--- config.mk ---
export PLATFORM = sky130hd
export DESIGN_NAME = ddr_line_fetcher_flat
export DESIGN_NICKNAME = d
export VERILOG_FILES = /design/src/rtl/ddr_line_fetcher_if.sv /design/src/rtl/ddr_line_fetcher.sv /design/src/flat_wrapper.sv
export SDC_FILE = /design/constraint.sdc
export NUM_CORES = 1
export LEC_CHECK = 0
export ABC_AREA = 1
export ABC_CLOCK_PERIOD_IN_PS = 3000
export BUFFER_PORTS_ARGS = -buffer_cell sky130_fd_sc_hd__buf_2
export CAP_MARGIN = 5
export CORE_AREA = 2 2 134 136
export CTS_CLUSTER_SIZE = 25
export DETAILED_ROUTE_END_ITERATION = 10
export DIE_AREA = 0 0 136 138
export MAX_ROUTING_LAYER = met4
export PLACE_DENSITY = 0.82
export SLEW_MARGIN = 20
export SYNTH_ARGS = -nofsm -noshare
export SYNTH_HDL_FRONTEND = slang
export SYNTH_SLANG_ARGS = --single-unit
--- constraint.sdc ---
create_clock -name clk -period 3 [get_ports clk]
set_input_delay 0.3 -clock clk [delete_from_list [all_inputs] [get_ports clk]]
set_output_delay 0.3 -clock clk [all_outputs]
set_load 0.005 [all_outputs]
--- src/rtl/ddr_line_fetcher_if.sv ---
// ----------------------------------------------------------------------------
// ddr_line_fetcher_if
// Bundles the memory command port, the memory read-data FIFO port and the
// pixel-word output stream of ddr_line_fetcher.
//   cmd_en/cmd_instr/cmd_bl/cmd_byte_addr : read command, qualified by !cmd_full
//   rd_data/rd_empty/rd_en                : first-word-fall-through read FIFO
//   out_data/out_valid/out_ready          : output word stream
// Modports: master = fetcher side, slave = memory controller / stream sink.
//
// Handshakes: a word moves on the stream in every cycle where out_valid and
// out_ready are both 1; out_valid never waits for out_ready.  rd_en is the
// same transfer seen from the FIFO side and pops the word shown on rd_data.
// A command is taken in every cycle where cmd_en is 1, and cmd_en is only
// raised while cmd_full is 0.
// ----------------------------------------------------------------------------
interface ddr_line_fetcher_if #(
    parameter int ADDR_W = 30
);
    logic              cmd_en;
    logic [2:0]        cmd_instr;
    logic [5:0]        cmd_bl;
    logic [ADDR_W-1:0] cmd_byte_addr;
    logic              cmd_full;
    logic [31:0]       rd_data;
    logic              rd_empty;
    logic              rd_en;
    logic [31:0]       out_data;
    logic              out_valid;
    logic              out_ready;

    modport master (
        output cmd_en, cmd_instr, cmd_bl, cmd_byte_addr, rd_en, out_data, out_valid,
        input  cmd_full, rd_data, rd_empty, out_ready
    );

    modport slave (
        input  cmd_en, cmd_instr, cmd_bl, cmd_byte_addr, rd_en, out_data, out_valid,
        output cmd_full, rd_data, rd_empty, out_ready
    );
endinterface

--- src/rtl/ddr_line_fetcher.sv ---
// ----------------------------------------------------------------------------
// ddr_line_fetcher
// Fetches a frame from DDR one line at a time.  A frame is armed by
// frame_start; each line_req pulse reads one line as a series of read bursts
// (at most MAX_BURST words each) and streams the words out.
// Ports:
//   clk, reset_n        : clock, asynchronous active-low reset
//   mem_calib_done      : asynchronous calibration-complete level
//   frame_base          : byte address of line 0 (sampled on frame_start)
//   line_words          : words per line (sampled on frame_start)
//   num_lines           : lines per frame (sampled on frame_start)
//   frame_start         : arm a new frame (pulse)
//   line_req            : fetch next line (pulse)
//   bus                 : memory command / read FIFO / output stream
//   busy                : line transfer in progress
//   frame_done          : one-cycle pulse at the end of a frame
//   req_err             : sticky flag for ignored requests
//   dbg_state_o         : current FSM state
// ----------------------------------------------------------------------------
module ddr_line_fetcher #(
    parameter int ADDR_W    = 30,
    parameter int MAX_BURST = 64,
    parameter int LINE_W    = 11
) (
    input  logic              clk,
    input  logic              reset_n,
    input  logic              mem_calib_done,
    input  logic [ADDR_W-1:0] frame_base,
    input  logic [LINE_W-1:0] line_words,
    input  logic [LINE_W-1:0] num_lines,
    input  logic              frame_start,
    input  logic              line_req,
    ddr_line_fetcher_if.master bus,
    output logic              busy,
    output logic              frame_done,
    output logic              req_err,
    output logic [2:0]        dbg_state_o
);

    typedef enum logic [2:0] {
        WAIT_CAL = 3'd0,
        IDLE     = 3'd1,
        ARMED    = 3'd2,
        CMD      = 3'd3,
        DATA     = 3'd4,
        LINE_END = 3'd5
    } state_t;

    state_t            state_q, state_d;
    logic              cal_meta_q, cal_sync_q;
    logic [ADDR_W-1:0] line_addr_q, line_addr_d;
    logic [LINE_W-1:0] line_words_q, line_words_d;
    logic [LINE_W-1:0] num_lines_q, num_lines_d;
    logic [LINE_W-1:0] line_cnt_q, line_cnt_d;
    logic [LINE_W-1:0] word_off_q, word_off_d;
    logic [LINE_W-1:0] remaining_q, remaining_d;
    // 7 bits so that a full 64-word burst is representable.
    logic [6:0]        burst_q, burst_d;
    logic [6:0]        beat_q, beat_d;
    logic              frame_done_q, frame_done_d;
    logic              req_err_q, req_err_d;

    logic [6:0]        burst_c;
    logic [ADDR_W-1:0] cmd_addr_c;
    logic              valid_c;
    logic              fire_c;

    always_ff @(posedge clk or negedge reset_n) begin
        if (!reset_n) begin
            cal_meta_q   <= 1'b0;
            cal_sync_q   <= 1'b0;
            state_q      <= WAIT_CAL;
            line_addr_q  <= '0;
            line_words_q <= '0;
            num_lines_q  <= '0;
            line_cnt_q   <= '0;
            word_off_q   <= '0;
            remaining_q  <= '0;
            burst_q      <= '0;
            beat_q       <= '0;
            frame_done_q <= 1'b0;
            req_err_q    <= 1'b0;
        end else begin
            cal_meta_q   <= mem_calib_done;
            cal_sync_q   <= cal_meta_q;
            state_q      <= state_d;
            line_addr_q  <= line_addr_d;
            line_words_q <= line_words_d;
            num_lines_q  <= num_lines_d;
            line_cnt_q   <= line_cnt_d;
            word_off_q   <= word_off_d;
            remaining_q  <= remaining_d;
            burst_q      <= burst_d;
            beat_q       <= beat_d;
            frame_done_q <= frame_done_d;
            req_err_q    <= req_err_d;
        end
    end

    // Burst size and command address are pure functions of the registered
    // line position, so they stay frozen while the command queue is full.
    always_comb begin
        burst_c    = (32'(remaining_q) >= MAX_BURST) ? 7'(MAX_BURST) : 7'(remaining_q);
        cmd_addr_c = line_addr_q + ADDR_W'({word_off_q, 2'b00});
    end

    always_comb begin
        state_d      = state_q;
        line_addr_d  = line_addr_q;
        line_words_d = line_words_q;
        num_lines_d  = num_lines_q;
        line_cnt_d   = line_cnt_q;
        word_off_d   = word_off_q;
        remaining_d  = remaining_q;
        burst_d      = burst_q;
        beat_d       = beat_q;
        frame_done_d = 1'b0;
        req_err_d    = req_err_q
                     | (frame_start && (state_q != IDLE))
                     | (line_req && (state_q != ARMED));
        valid_c      = 1'b0;
        fire_c       = 1'b0;

        bus.cmd_en        = 1'b0;
        bus.cmd_instr     = 3'b000;
        bus.cmd_bl        = 6'd0;
        bus.cmd_byte_addr = '0;
        bus.out_data      = 32'd0;
        bus.out_valid     = 1'b0;
        bus.rd_en         = 1'b0;

        case (state_q)
            WAIT_CAL: begin
                if (cal_sync_q) state_d = IDLE;
            end
            IDLE: begin
                if (frame_start) begin
                    line_addr_d  = frame_base;
                    line_words_d = line_words;
                    num_lines_d  = num_lines;
                    line_cnt_d   = '0;
                    word_off_d   = '0;
                    // An empty frame completes immediately without any traffic.
                    if ((line_words == '0) || (num_lines == '0)) frame_done_d = 1'b1;
                    else                                         state_d      = ARMED;
                end
            end
            ARMED: begin
                if (line_req) begin
                    remaining_d = line_words_q;
                    word_off_d  = '0;
                    state_d     = CMD;
                end
            end
            CMD: begin
                bus.cmd_instr     = 3'b001;
                bus.cmd_bl        = 6'(burst_c - 7'd1);
                bus.cmd_byte_addr = cmd_addr_c;
                if (!bus.cmd_full) begin
                    bus.cmd_en = 1'b1;
                    burst_d    = burst_c;
                    beat_d     = 7'd0;
                    state_d    = DATA;
                end
            end
            DATA: begin
                valid_c       = !bus.rd_empty;
                fire_c        = valid_c && bus.out_ready;
                bus.out_data  = bus.rd_data;
                bus.out_valid = valid_c;
                bus.rd_en     = fire_c;
                if (fire_c) begin
                    beat_d = beat_q + 7'd1;
                    if (beat_q + 7'd1 == burst_q) begin
                        word_off_d  = word_off_q + LINE_W'(burst_q);
                        remaining_d = remaining_q - LINE_W'(burst_q);
                        state_d     = (remaining_d != '0) ? CMD : LINE_END;
                    end
                end
            end
            LINE_END: begin
                line_addr_d = line_addr_q + ADDR_W'({line_words_q, 2'b00});
                line_cnt_d  = line_cnt_q + 1'b1;
                word_off_d  = '0;
                if (line_cnt_d == num_lines_q) begin
                    frame_done_d = 1'b1;
                    state_d      = IDLE;
                end else begin
                    state_d      = ARMED;
                end
            end
            default: state_d = WAIT_CAL;
        endcase
    end

    assign busy        = (state_q == CMD) || (state_q == DATA) || (state_q == LINE_END);
    assign frame_done  = frame_done_q;
    assign req_err     = req_err_q;
    assign dbg_state_o = state_q;

endmodule

--- src/flat_wrapper.sv ---
// flat-port wrapper written by rule: the top's interface ports become plain ports
module ddr_line_fetcher_flat 
#(
    parameter int ADDR_W    = 30,
    parameter int MAX_BURST = 64,
    parameter int LINE_W    = 11
)
  (clk, reset_n, mem_calib_done, frame_base, line_words, num_lines, frame_start, line_req, busy, frame_done, req_err, dbg_state_o, bus_cmd_en, bus_cmd_instr, bus_cmd_bl, bus_cmd_byte_addr, bus_rd_en, bus_out_data, bus_out_valid, bus_cmd_full, bus_rd_data, bus_rd_empty, bus_out_ready);
  ddr_line_fetcher_if #(.ADDR_W(ADDR_W)) bus_i ();
  input  logic clk;
  input  logic reset_n;
  input  logic mem_calib_done;
  input  logic [ADDR_W-1:0] frame_base;
  input  logic [LINE_W-1:0] line_words;
  input  logic [LINE_W-1:0] num_lines;
  input  logic frame_start;
  input  logic line_req;
  output logic busy;
  output logic frame_done;
  output logic req_err;
  output logic [2:0] dbg_state_o;
  output wire logic [$bits(bus_i.cmd_en)-1:0] bus_cmd_en;
  output wire logic [$bits(bus_i.cmd_instr)-1:0] bus_cmd_instr;
  output wire logic [$bits(bus_i.cmd_bl)-1:0] bus_cmd_bl;
  output wire logic [$bits(bus_i.cmd_byte_addr)-1:0] bus_cmd_byte_addr;
  output wire logic [$bits(bus_i.rd_en)-1:0] bus_rd_en;
  output wire logic [$bits(bus_i.out_data)-1:0] bus_out_data;
  output wire logic [$bits(bus_i.out_valid)-1:0] bus_out_valid;
  input wire logic [$bits(bus_i.cmd_full)-1:0] bus_cmd_full;
  input wire logic [$bits(bus_i.rd_data)-1:0] bus_rd_data;
  input wire logic [$bits(bus_i.rd_empty)-1:0] bus_rd_empty;
  input wire logic [$bits(bus_i.out_ready)-1:0] bus_out_ready;
  assign bus_cmd_en = bus_i.cmd_en;
  assign bus_cmd_instr = bus_i.cmd_instr;
  assign bus_cmd_bl = bus_i.cmd_bl;
  assign bus_cmd_byte_addr = bus_i.cmd_byte_addr;
  assign bus_rd_en = bus_i.rd_en;
  assign bus_out_data = bus_i.out_data;
  assign bus_out_valid = bus_i.out_valid;
  assign bus_i.cmd_full = bus_cmd_full;
  assign bus_i.rd_data = bus_rd_data;
  assign bus_i.rd_empty = bus_rd_empty;
  assign bus_i.out_ready = bus_out_ready;
  ddr_line_fetcher #(.ADDR_W(ADDR_W), .MAX_BURST(MAX_BURST), .LINE_W(LINE_W)) u_core (.clk(clk), .reset_n(reset_n), .mem_calib_done(mem_calib_done), .frame_base(frame_base), .line_words(line_words), .num_lines(num_lines), .frame_start(frame_start), .line_req(line_req), .bus(bus_i), .busy(busy), .frame_done(frame_done), .req_err(req_err), .dbg_state_o(dbg_state_o));
endmodule
## Yosys cells after proc, flatten, opt, wreduce, memory -nomap -nowiden

Index checks and enable logic that the tools add are counted.

- Add/sub/neg operators: 7
- Order comparisons: 1
- Equal/unequal tests: 16
- Mux-type cells: 38
- Bitwise logic cells: 3
- Reductions and logical operators: 22

Operators with widths:

| cell | count |
|---|---|
| $mux 11 | 7 |
| $add 30x13->30 | 2 |
| $mux 30 | 2 |
| $pmux 30 s2 | 1 |
| $pmux 11 s2 | 2 |
| $pmux 11 s4 | 1 |
| $mux 32 | 1 |
| $mux 3 | 8 |
| $logic_not 11->1 | 2 |
| $mux 7 | 3 |
| $pmux 3 s6 | 1 |
| $pmux 7 s2 | 1 |
| $add 11x1->11 const B | 1 |
| $add 11x7->11 | 1 |
| $eq 11x11->1 | 1 |
| $ge 11x7->1 const B | 1 |
| $reduce_bool 11->1 | 1 |
| $sub 11x7->11 | 1 |
| $mux 1 | 8 |
| $ne 2x2->1 const B | 4 |
| $add 7x1->7 const B | 1 |
| $eq 7x7->1 | 1 |
| $reduce_and 7->1 | 1 |
| $eq 3x2->1 const B | 2 |
| other kinds (21) | 33 |

- Register bits: 106

## Depth between registers and ports, before layout

Gate-level depths: netlist (run 1).

- Depth in word-level cells: 6
- Mapped depth: 17
- Gate-level depth less buffers: 17

## Least setup slack after synthesis (run 1)

OpenSTA, ideal clock, no wires.

- Path type: register to output
- Start: reg u_core.word_off_q[0]
- End: out bus_cmd_byte_addr[26]
- Arrival: 1848 ps
- Setup slack: 852 ps
- Stages on the path, launching flop included: 11
- Cells stage by stage: dfrtp_1 ha_1 fa_1 nand2_1 nand2_1 o21ai_1 inv_1 a21oi_1 o21ai_0 xor2_1 nor2_1

- Word-level cells in the longest chain between the ends: 2

Ends and longest elaborated chain:

| what | RTL line | source |
|---|---|---|
| start: declaration | ddr_line_fetcher.sv:55 | `logic [LINE_W-1:0] word_off_q, word_off_d;` |
| start signal: assignment | ddr_line_fetcher.sv:91 | `word_off_q <= word_off_d;` |
| $add 30x13->30 | ddr_line_fetcher.sv:104 | `cmd_addr_c = line_addr_q + ADDR_W'({word_off_q, 2'b00});` |
| $mux 30 | ddr_line_fetcher.sv:132 | `case (state_q)` |
| end: declaration | flat_wrapper.sv:25 | `output wire logic [$bits(bus_i.cmd_byte_addr)-1:0] bus_cmd_byte_addr;` |

Every way passes these cells.

## Worst setup path in the final report (run 1)

- Start: reg u_core.word_off_q[0]
- End: out bus_cmd_byte_addr[22]

The elaborated chain is that of the path after synthesis.

==> results of run 1 <==
-- sequential cells by signal, summed over array words and instances, names as in the netlist --
register,flops
u_core.line_addr_q,30
u_core.burst_q,7
u_core.dbg_state_o,3
u_core.beat_q,7
u_core.line_cnt_q,11
u_core.word_off_q,11
u_core.frame_done,1
u_core.req_err,1
u_core.remaining_q,11
u_core.line_words_q,11
u_core.cal_meta_q,1
u_core.cal_sync_q,1
u_core.num_lines_q,11
-- timing repair --
action | in CTS | in global routing
resized for setup | 0 | 4
endpoints found under the setup margin | 0 | 6
hold buffers | 1 | 0
hold endpoints to repair | 45 | 0
-- power by group through the flow --
| stage | logic [W] | clock network [W] | registers (W) |
|---|---|---|---|
| after floorplan | 0.00403 | 0 | 0.00232 |
| after global placement | 0.00507 | 0 | 0.00253 |
| after detailed placement | 0.00517 | 0 | 0.00256 |
| after CTS | 0.00521 | 0.00129 | 0.00253 |
| after global routing | 0.00592 | 0.00136 | 0.00261 |
| final | 0.00524 | 0.00128 | 0.00255 |
-- path summary, 6_finish.rpt --
| kind | cells past startpoint | start | end |
|---|---|---|---|
| max reg2reg | 10 | u_core.line_words_q[8] | u_core.line_addr_q[27] |
| min | 1 | mem_calib_done | u_core.cal_meta_q |
| min reg2reg | 0 | u_core.cal_meta_q | u_core.cal_sync_q |
| max | 14 | u_core.word_off_q[0] | bus_cmd_byte_addr[22] |
| min in group asynchronous | 2 | reset_n | u_core.beat_q[0] |
| max in group asynchronous | 3 | reset_n | u_core.line_addr_q[9] |
-- kinds of logic (layout without fill, tap and decap cells) --
logic type                 after synthesis  in the layout  share of synthesized area [%]
and+or+nand+nor                        701            701                           35.2
AOI/OAI and AO/OA                      216            216                           14.6
buffers and inverters                  182            341                           8.73
DFF                                    106            106                           31.4
adders and majority gates               43             43                           6.72
xor gates and xnor gates                33             33                           3.42
other                                    1              3                         0.0443
-- cells in the final DEF, fill, tap and decap left out, types with 9 or more instances in the layout --
master | netlist | final
nand2_1 | 405 | 404
nor2_1 | 143 | 143
dfrtp_1 | 106 | 106
a21oi_1 | 73 | 72
buf_4 | 4 | 9
buf_2 | 10 | 168
xnor2_1 | 14 | 14
nand3_1 | 87 | 87
nor3_1 | 14 | 14
xor2_1 | 19 | 19
o21ai_2 | 18 | 18
nand4_1 | 17 | 17
o21ai_0 | 81 | 81
clkbuf_16 | 0 | 9
inv_1 | 138 | 137
o22ai_1 | 13 | 13
ha_1 | 39 | 39
-- cell type report --
type	instances	area (µm²)
multi-input cells	995	5080
fillers	1708	7700
clock inverters	4	57.6
inverters	146	552
well taps	229	287
diodes	1	2.50
repair buffers	179	938
flip-flops and latches	106	2650
clock buffers	12	256
-- metal layers --
| metal | wire length [µm] | vias up | global-route usage, % | part of all wire [%] |
|---|---|---|---|---|
| li1 | - | 4470 | - | - |
| met1 | 10500 | 4085 | 33.5 | 43 |
| met2 | 11900 | 296 | 44.1 | 49 |
| met3 | 1650 | 35 | 4.66 | 6.7 |
| met4 | 442 | 0 | 7.02 | 1.8 |
| met5 | 0 | - | - | 0 |
-- through the flow --
step	setup WS [ns]	power [W]	setup TNS (ns)	instances	hold WS, ns
3_5_place_dp	0.492	0.00773	0	1654	0.340
4_1_cts	0.104	0.00904	0	1671	0.0339
5_1_grt	-0.00761	0.00989	-0.00761	1672	0.0352
2_1_floorplan	0.852	0.00635	0	1283	0.00441
6_report	0.146	0.00907	0	1672	0.0402
3_3_place_gp	0.542	0.00761	0	1654	0.335
==> results.sh, run 1 <==
export IMPL_synthArstFlopShare_pct=100
export IMPL_yosysTopAreaCellShare_pct=31.4
export IMPL_insertion_delay_ns=0.36
export IMPL_synth_edf_count=0
export IMPL_via_count=8886
export IMPL_post_cts_buffers=0
export IMPL_required_ns=2.70
export IMPL_leakage_nw=5.25
export IMPL_nets=1572
export IMPL_clock_root_buffer="clkbuf_16"
export IMPL_antenna_found_initial=1
export IMPL_cap_violations=0
export IMPL_dieArea_um2=18800
export IMPL_syn2layout_area_growth_pct=16.2
export IMPL_power_density_nw_per_um2=923
export IMPL_hold_viol=0
export IMPL_status="finished, final reports clean"
export IMPL_cp_start_kind="flop"
export IMPL_critPathCaptureType="primary output"
export IMPL_grt_pass1_vias=8063
export IMPL_min_path_type="input port to flop"
export IMPL_pin_count=172
export IMPL_grt_max_degree=62
export IMPL_finalInstanceArea_um2=9830
export IMPL_clock_fmax_mhz=350
export IMPL_skew_ns=0.0126
export IMPL_ant_nets=0
export IMPL_rows=49
export IMPL_crit_path_max_incr_delay_ns=0.40
export IMPL_synth_main_ff_cell="dfrtp_1"
export IMPL_tightest_slew_ns=0.614
export IMPL_wl_per_cell_um=14.6
export IMPL_syn_avg_cell_area_um2=6.60
export IMPL_p_int_w=0.00449
export IMPL_core_area_um2=17500
export IMPL_p_clk_share_pct=14.1
export IMPL_drv_slew=0
export IMPL_first_iter_violations=608
export IMPL_cpMostUsedCell="nand2_1"
export IMPL_period_share_pct=95.1
export IMPL_cp_max_fo=4
export IMPL_routed_wl_mm=24.5
export IMPL_path_delay_family="adder cells"
export IMPL_cts_sink_count=106
export IMPL_rsz0062_at_grt="yes"
export IMPL_floorplan_initialDensity_pct=48.2
export IMPL_cts_tree="built"
export IMPL_p_switching_w=0.00458
export IMPL_grt_first_pass_wirelength_mm=38.8
export IMPL_finalWorstPathRequiredPeriod_ns=2.85
export IMPL_ctsLongestPathBuffers=2
export IMPL_combPwrFrac_pct=57.7
export IMPL_ys_top_cells_by_area="dfrtp_1, nand2_1, nor2_1"
export IMPL_dr_pass1_iters=5
export IMPL_syn_cell_area_um2=8460
export IMPL_vdd_drop_max_uv=420
export IMPL_portBuffers=169
export IMPL_max_slew_margin_pct=59.0
export IMPL_die_h_um=138
export IMPL_path_buf_inv=3
export IMPL_synth_ff_latch_count=106
export IMPL_ys_seq_area_share_pct=31.4
export IMPL_synthTopCellsByCount="nand2_1, nor2_1, inv_1"
export IMPL_viasPerCell=5.31
export IMPL_synth_area_leader_cell="dfrtp_1"
export IMPL_hpwl_mm=18.9
export IMPL_ff2ff_setup_slack_ns=0.58
export IMPL_syn_instance_count=1282
export IMPL_arrival_ns=2.55
export IMPL_finalSetupViolations=0
export IMPL_placed_area_um2=9490
export IMPL_numCtsBuffers=9
export IMPL_ys_warn_count=0
export IMPL_crit_chain="ha_1 > fa_1 > nand2_1 > nand2_1 > o21ai_1 > inv_1 > nand3_1 > nand2_2 > inv_2 > nor2_1 > nand2_1 > o21ai_0 > a21oi_1 > buf_2"
export IMPL_drc=0
export IMPL_cts_clk_slew_worst_paths_ns=0.07
export IMPL_die_w_um=136
export IMPL_synth_distinct_cells=50
export IMPL_yosysMostFrequentCell="nand2_1"
export IMPL_grt_overflow=0
export IMPL_htreeDepth=3
export IMPL_layout_drive_gt1_share_pct=17.0
export IMPL_grtUsageTotal_pct=26.6
export IMPL_final_util_pct=56.1
export IMPL_slowest_stage="dfrtp_1"
export IMPL_path_class="flop to primary output"
export IMPL_p_seq_share_pct=28.1
export IMPL_gp_congestion=0.937
export IMPL_sw_frac_of_total_pct=50.5
Note: power is estimated with default switching activity, not from simulation.
==> run 2, diff against run 1 <==
- CORE_AREA: 2 2 134 136 -> 2 2 125 127
- DIE_AREA: 0 0 136 138 -> 0 0 127 129
- PLACE_DENSITY: 0.82 -> 0.92
==> results.sh, run 2 (synthesis gave the netlist of run 1 again) <==
export IMPL_status="finished, final reports clean"
export IMPL_floorplan_initialDensity_pct=56.5
export IMPL_hold_viol=0
export IMPL_cp_max_fo=6
export IMPL_die_w_um=127
export IMPL_leakage_nw=5.22
export IMPL_insertion_delay_ns=0.36
export IMPL_required_ns=2.70
export IMPL_numCtsBuffers=9
export IMPL_finalWorstPathRequiredPeriod_ns=2.83
export IMPL_worst_slack_ns=0.170
export IMPL_portBuffers=169
export IMPL_via_count=9035
export IMPL_min_path_type="input port to flop"
export IMPL_syn2layout_area_growth_pct=15.0
export IMPL_grtUsageTotal_pct=30.3
export IMPL_drc=0
export IMPL_dr_pass1_iters=6
export IMPL_core_area_um2=15000
export IMPL_rows=45
export IMPL_cts_sink_count=106
export IMPL_cp_start_kind="flop"
export IMPL_die_h_um=129
export IMPL_tns_ns=0
export IMPL_drv_slew=0
export IMPL_hpwl_mm=18.3
export IMPL_critPathCaptureType="primary output"
export IMPL_n_antenna_cell=0
export IMPL_dp_cells=1611
export IMPL_ff2ff_path_depth=11
export IMPL_finalSetupViolations=0
export IMPL_power_density_nw_per_um2=920
export IMPL_pin_count=172
export IMPL_mostFrequentLayoutCell="nand2_1"
export IMPL_tightest_slew_ns=0.569
export IMPL_antenna_found_initial=0
export IMPL_rsz0062_at_grt="no"
export IMPL_cts_tree="built"
export IMPL_hold_ws_ns=0.0563
export IMPL_worstHoldPathCells=1
export IMPL_path_class="flop to primary output"
export IMPL_placed_area_um2=9420
export IMPL_dieArea_um2=16400
export IMPL_grt_overflow=0
export IMPL_cap_violations=0
export IMPL_vdd_drop_max_uv=409
export IMPL_wl_per_cell_um=14.8
export IMPL_ctsLongestPathBuffers=2
export IMPL_skew_ns=0.00672
export IMPL_dp_slack_ns=0.506
export IMPL_finalInstanceArea_um2=9730
export IMPL_arrival_ns=2.53
export IMPL_grt_max_degree=65
export IMPL_post_cts_buffers=0
export IMPL_fin_cells=1628
export IMPL_cts_clk_slew_worst_paths_ns=0.07
export IMPL_clock_fmax_mhz=353
export IMPL_top_register="u_core.line_addr_q"
export IMPL_ant_nets=0
export IMPL_grt_first_pass_wirelength_mm=38.7
export IMPL_clock_root_buffer="clkbuf_16"
export IMPL_routed_wl_mm=24.0
export IMPL_viasPerCell=5.55
export IMPL_htreeDepth=3
export IMPL_largest_reg_flops=30
export IMPL_nets=1570
export IMPL_layout_drive_gt1_share_pct=17.0
export IMPL_first_iter_violations=753
export IMPL_grt_pass1_vias=8293
export IMPL_layout_common_cells="nand2_1, buf_2, nor2_1"
export IMPL_max_slew_margin_pct=62.0
export IMPL_gp_congestion=0.979
export IMPL_period_share_pct=94.3
-- run 2: layout make-up --
type                            count  area [µm²]
Multi-Input combinational cell    995        5090
Timing Repair Buffer              177         923
Clock inverter                      6        48.8
Inverter                          146         552
Fill cell                        1360        5250
Sequential cell                   106        2650
Clock buffer                       10         229
Tap cell                          188         235
-- run 2: final timing paths --
kind,startpoint,to,slack [ns]
max,u_core.word_off_q[7],bus_cmd_byte_addr[28],0.17
min,mem_calib_done,u_core.cal_meta_q,0.06
max reg2reg,u_core.line_words_q[0],u_core.line_addr_q[28],0.56
min reg2reg,u_core.cal_meta_q,u_core.cal_sync_q,0.37
max in group asynchronous,reset_n,u_core.line_addr_q[23],1.77
min in group asynchronous,reset_n,u_core.burst_q[6],0.48
-- run 2: repair_timing --
item	4_1_cts	5_1_grt
setup endpoints to repair	0	12
gates resized for setup	0	8
hold endpoints to repair	42	0
hold buffers	1	0
-- run 2: power breakdown --
| part | internal, W | leakage [nW] | total (W) | switching (W) |
|---|---|---|---|---|
| Clock | 0.000575 | 0.131 | 0.00116 | 0.000583 |
| Sequential | 0.00194 | 1.36 | 0.00255 | 0.000614 |
| Combinational | 0.00185 | 3.73 | 0.00524 | 0.00340 |
| Total | 0.00436 | 5.22 | 0.00895 | 0.00460 |
-- run 2: per-layer routing --
layer  GRT usage (%)  share of wire [%]  up-vias
met5               -                  0        -
met4            13.4                3.6        0
met3            3.37                7.2       77
met2            50.3                 47      433
met1            37.6                 42     4061
li1                -                  -     4464
-- run 2: worst max-delay path, cell delays in order (launching register included) --
cell,delay [ns]
dfrtp_1,0.45
ha_1,0.38
nand2_1,0.10
nor2_1,0.20
nand3_1,0.11
nand2_1,0.16
inv_2,0.09
nor3_4,0.22
nand2_1,0.08
o21ai_0,0.20
nor2_1,0.06
buf_2,0.12
-- run 2: metrics by stage --
step | util, % | total power, W
global placement | 62.9 | 0.00754
finish | 65.0 | 0.00895
global route | 65.0 | 0.00975
floorplan | - | 0.00635
CTS | 64.8 | 0.00888
detailed placement | 62.9 | 0.00769
==> run 3, diff against run 2 <==
- CORE_AREA: 2 2 125 127 -> 2 2 128 130
- DIE_AREA: 0 0 127 129 -> 0 0 130 132
- PLACE_DENSITY: 0.92 -> 0.88
==> results.sh, run 3 (synthesis gave the netlist of run 1 again) <==
export IMPL_status="finished, final reports clean"
export IMPL_layout_common_cells="nand2_1, buf_2, nor2_1"
export IMPL_arrival_ns=2.58
export IMPL_htreeDepth=3
export IMPL_grt_pass1_vias=8257
export IMPL_p_switching_w=0.00466
export IMPL_ant_nets=0
export IMPL_grt_max_degree=50
export IMPL_period_share_pct=96.1
export IMPL_tightest_slew_ns=0.548
export IMPL_numCtsBuffers=9
export IMPL_dr_pass1_iters=6
export IMPL_cpMostUsedCell="nand2_1"
export IMPL_clock_fmax_mhz=347
export IMPL_power_density_nw_per_um2=922
export IMPL_wl_per_cell_um=15.1
export IMPL_dp_cells=1639
export IMPL_skew_ns=0.00850
export IMPL_finalSetupViolations=0
export IMPL_layout_drive_gt1_share_pct=17.0
export IMPL_antenna_found_initial=0
export IMPL_max_slew_margin_pct=63.5
export IMPL_worstHoldPathCells=1
export IMPL_cts_tree="built"
export IMPL_path_buf_inv=3
export IMPL_p_clk_share_pct=13.1
export IMPL_fin_cells=1655
export IMPL_top_register="u_core.line_addr_q"
export IMPL_ff2ff_setup_slack_ns=0.62
export IMPL_rr_startpoint="u_core.line_addr_q[2]"
export IMPL_die_h_um=132
export IMPL_cp_start_kind="flop"
export IMPL_ctsLongestPathBuffers=2
export IMPL_p_int_w=0.00435
export IMPL_hold_end="u_core.cal_meta_q"
export IMPL_required_ns=2.70
export IMPL_critPathCaptureType="primary output"
export IMPL_num_fill_cells=1468
export IMPL_placed_area_um2=9460
export IMPL_gp_congestion=0.971
export IMPL_path_delay_family="adder cells"
export IMPL_viasPerCell=5.50
export IMPL_crit_cells=14
export IMPL_drv_slew=0
export IMPL_cts_sink_count=106
export IMPL_min_path_type="input port to flop"
export IMPL_ff2ff_path_depth=10
export IMPL_finalWorstPathRequiredPeriod_ns=2.88
export IMPL_tns_ns=0
export IMPL_combPwrFrac_pct=58.4
export IMPL_portBuffers=169
export IMPL_insertion_delay_ns=0.37
export IMPL_finalInstanceArea_um2=9760
export IMPL_drc=0
export IMPL_min_delay_start="mem_calib_done"
export IMPL_grtUsageTotal_pct=30.1
export IMPL_path_class="flop to primary output"
export IMPL_via_count=9108
export IMPL_dieArea_um2=17200
export IMPL_routed_wl_mm=25.0
export IMPL_floorplan_initialDensity_pct=53.8
export IMPL_rows=46
export IMPL_crit_path_max_incr_delay_ns=0.41
export IMPL_cap_violations=0
export IMPL_leakage_nw=5.22
export IMPL_p_seq_share_pct=28.4
export IMPL_slowest_stage="dfrtp_1"
export IMPL_syn2layout_area_growth_pct=15.4
export IMPL_die_w_um=130
export IMPL_r2r_end="u_core.line_addr_q[20]"
export IMPL_sw_frac_of_total_pct=51.7
export IMPL_power_w=0.00900
export IMPL_pin_count=172
export IMPL_hold_viol=0
export IMPL_nets=1570
export IMPL_grt_overflow=0
export IMPL_grt_first_pass_wirelength_mm=40.0
export IMPL_core_area_um2=15700
export IMPL_crit_chain="ha_1 > fa_1 > nand2_1 > nand2_1 > o21ai_2 > inv_2 > nand3_1 > nand2_2 > inv_4 > nor2_1 > nand2_1 > o21ai_0 > a21oi_1 > buf_2"
export IMPL_clock_root_buffer="clkbuf_16"
export IMPL_worst_slack_ns=0.116
export IMPL_vdd_drop_max_uv=421
export IMPL_cp_max_fo=4
export IMPL_hpwl_mm=18.9
export IMPL_dp_slack_ns=0.484
export IMPL_n_antenna_cell=0
export IMPL_largest_reg_flops=30
export IMPL_cts_clk_slew_worst_paths_ns=0.08
export IMPL_mostFrequentLayoutCell="nand2_1"
export IMPL_first_iter_violations=643
==> run 3: cell count changes in the layout (fill, tap and decap cells not counted), sizes merged <==
cell	delta
clkinv	+2
clkbuf	-1
clkinvlp	-2
==> run 3: layer usage <==
| metal | vias up | GRT usage (%) | part of all wire (%) |
|---|---|---|---|
| met5 | - | - | 0 |
| met4 | 0 | 13.9 | 3.9 |
| met3 | 64 | 3.29 | 8.2 |
| met2 | 421 | 47.5 | 46 |
| met1 | 4159 | 38.7 | 42 |
| li1 | 4464 | - | - |
==> run 3: final cells by class <==
cell class	count	area, µm²	share of cell area [%]
Clock inverter	6	51.3	0.525
Tap cell	216	270	2.77
Sequential cell	106	2650	27.2
Multi-Input combinational cell	995	5090	52.1
Inverter	146	554	5.68
Clock buffer	9	225	2.31
Timing Repair Buffer	177	923	9.46
==> run 3: worst reg2reg max path, stage by stage, from the launching register on <==
cell	delay, ns
dfrtp_1	0.39
ha_1	0.19
inv_1	0.08
fa_1	0.43
o21ai_2	0.25
a21boi_1	0.17
o21ai_2	0.29
nand2_1	0.12
xor2_1	0.16
o21bai_1	0.12
nand2_1	0.07
==> run 3: metrics by stage <==
| stage | util, % | hold WS, ns |
|---|---|---|
| 2_1_floorplan | - | 0.00441 |
| 3_3_place_gp | 60.2 | 0.316 |
| 3_5_place_dp | 60.2 | 0.321 |
| 4_1_cts | 62.0 | 0.0350 |
| 5_1_grt | 62.1 | 0.0398 |
| 6_report | 62.1 | 0.0352 |
==> run 3: worst max-delay path by stage <==
| stage | startpoint | slack (ns) | to |
|---|---|---|---|
| detailed placement | u_core.word_off_q[0] | 0.48 | bus_cmd_byte_addr[22] |
| CTS | u_core.word_off_q[0] | 0.05 | bus_cmd_byte_addr[22] |
| floorplan | u_core.word_off_q[0] | 0.85 | bus_cmd_byte_addr[26] |
| global route | u_core.line_addr_q[2] | -0.04 | bus_cmd_byte_addr[22] |
| finish | u_core.line_addr_q[2] | 0.12 | bus_cmd_byte_addr[22] |
| global placement | u_core.word_off_q[0] | 0.57 | bus_cmd_byte_addr[22] |
==> run 3: timing repair <==
| action | 4_1_cts | 5_1_grt |
|---|---|---|
| resized for setup | 0 | 9 |
| setup endpoints to repair | 0 | 11 |
| buffers inserted | 0 | 0 |
| hold endpoints to repair | 38 | 0 |
| hold buffers | 1 | 0 |
==> run 3: power groups by stage <==
| stage | combinational, W | clock (W) | sequential (W) |
|---|---|---|---|
| after floorplan | 0.00403 | 0 | 0.00232 |
| after global placement | 0.00504 | 0 | 0.00253 |
| after detailed placement | 0.00514 | 0 | 0.00256 |
| after CTS | 0.00520 | 0.00118 | 0.00254 |
| after global routing | 0.00594 | 0.00123 | 0.00262 |
| final | 0.00526 | 0.00118 | 0.00256 |
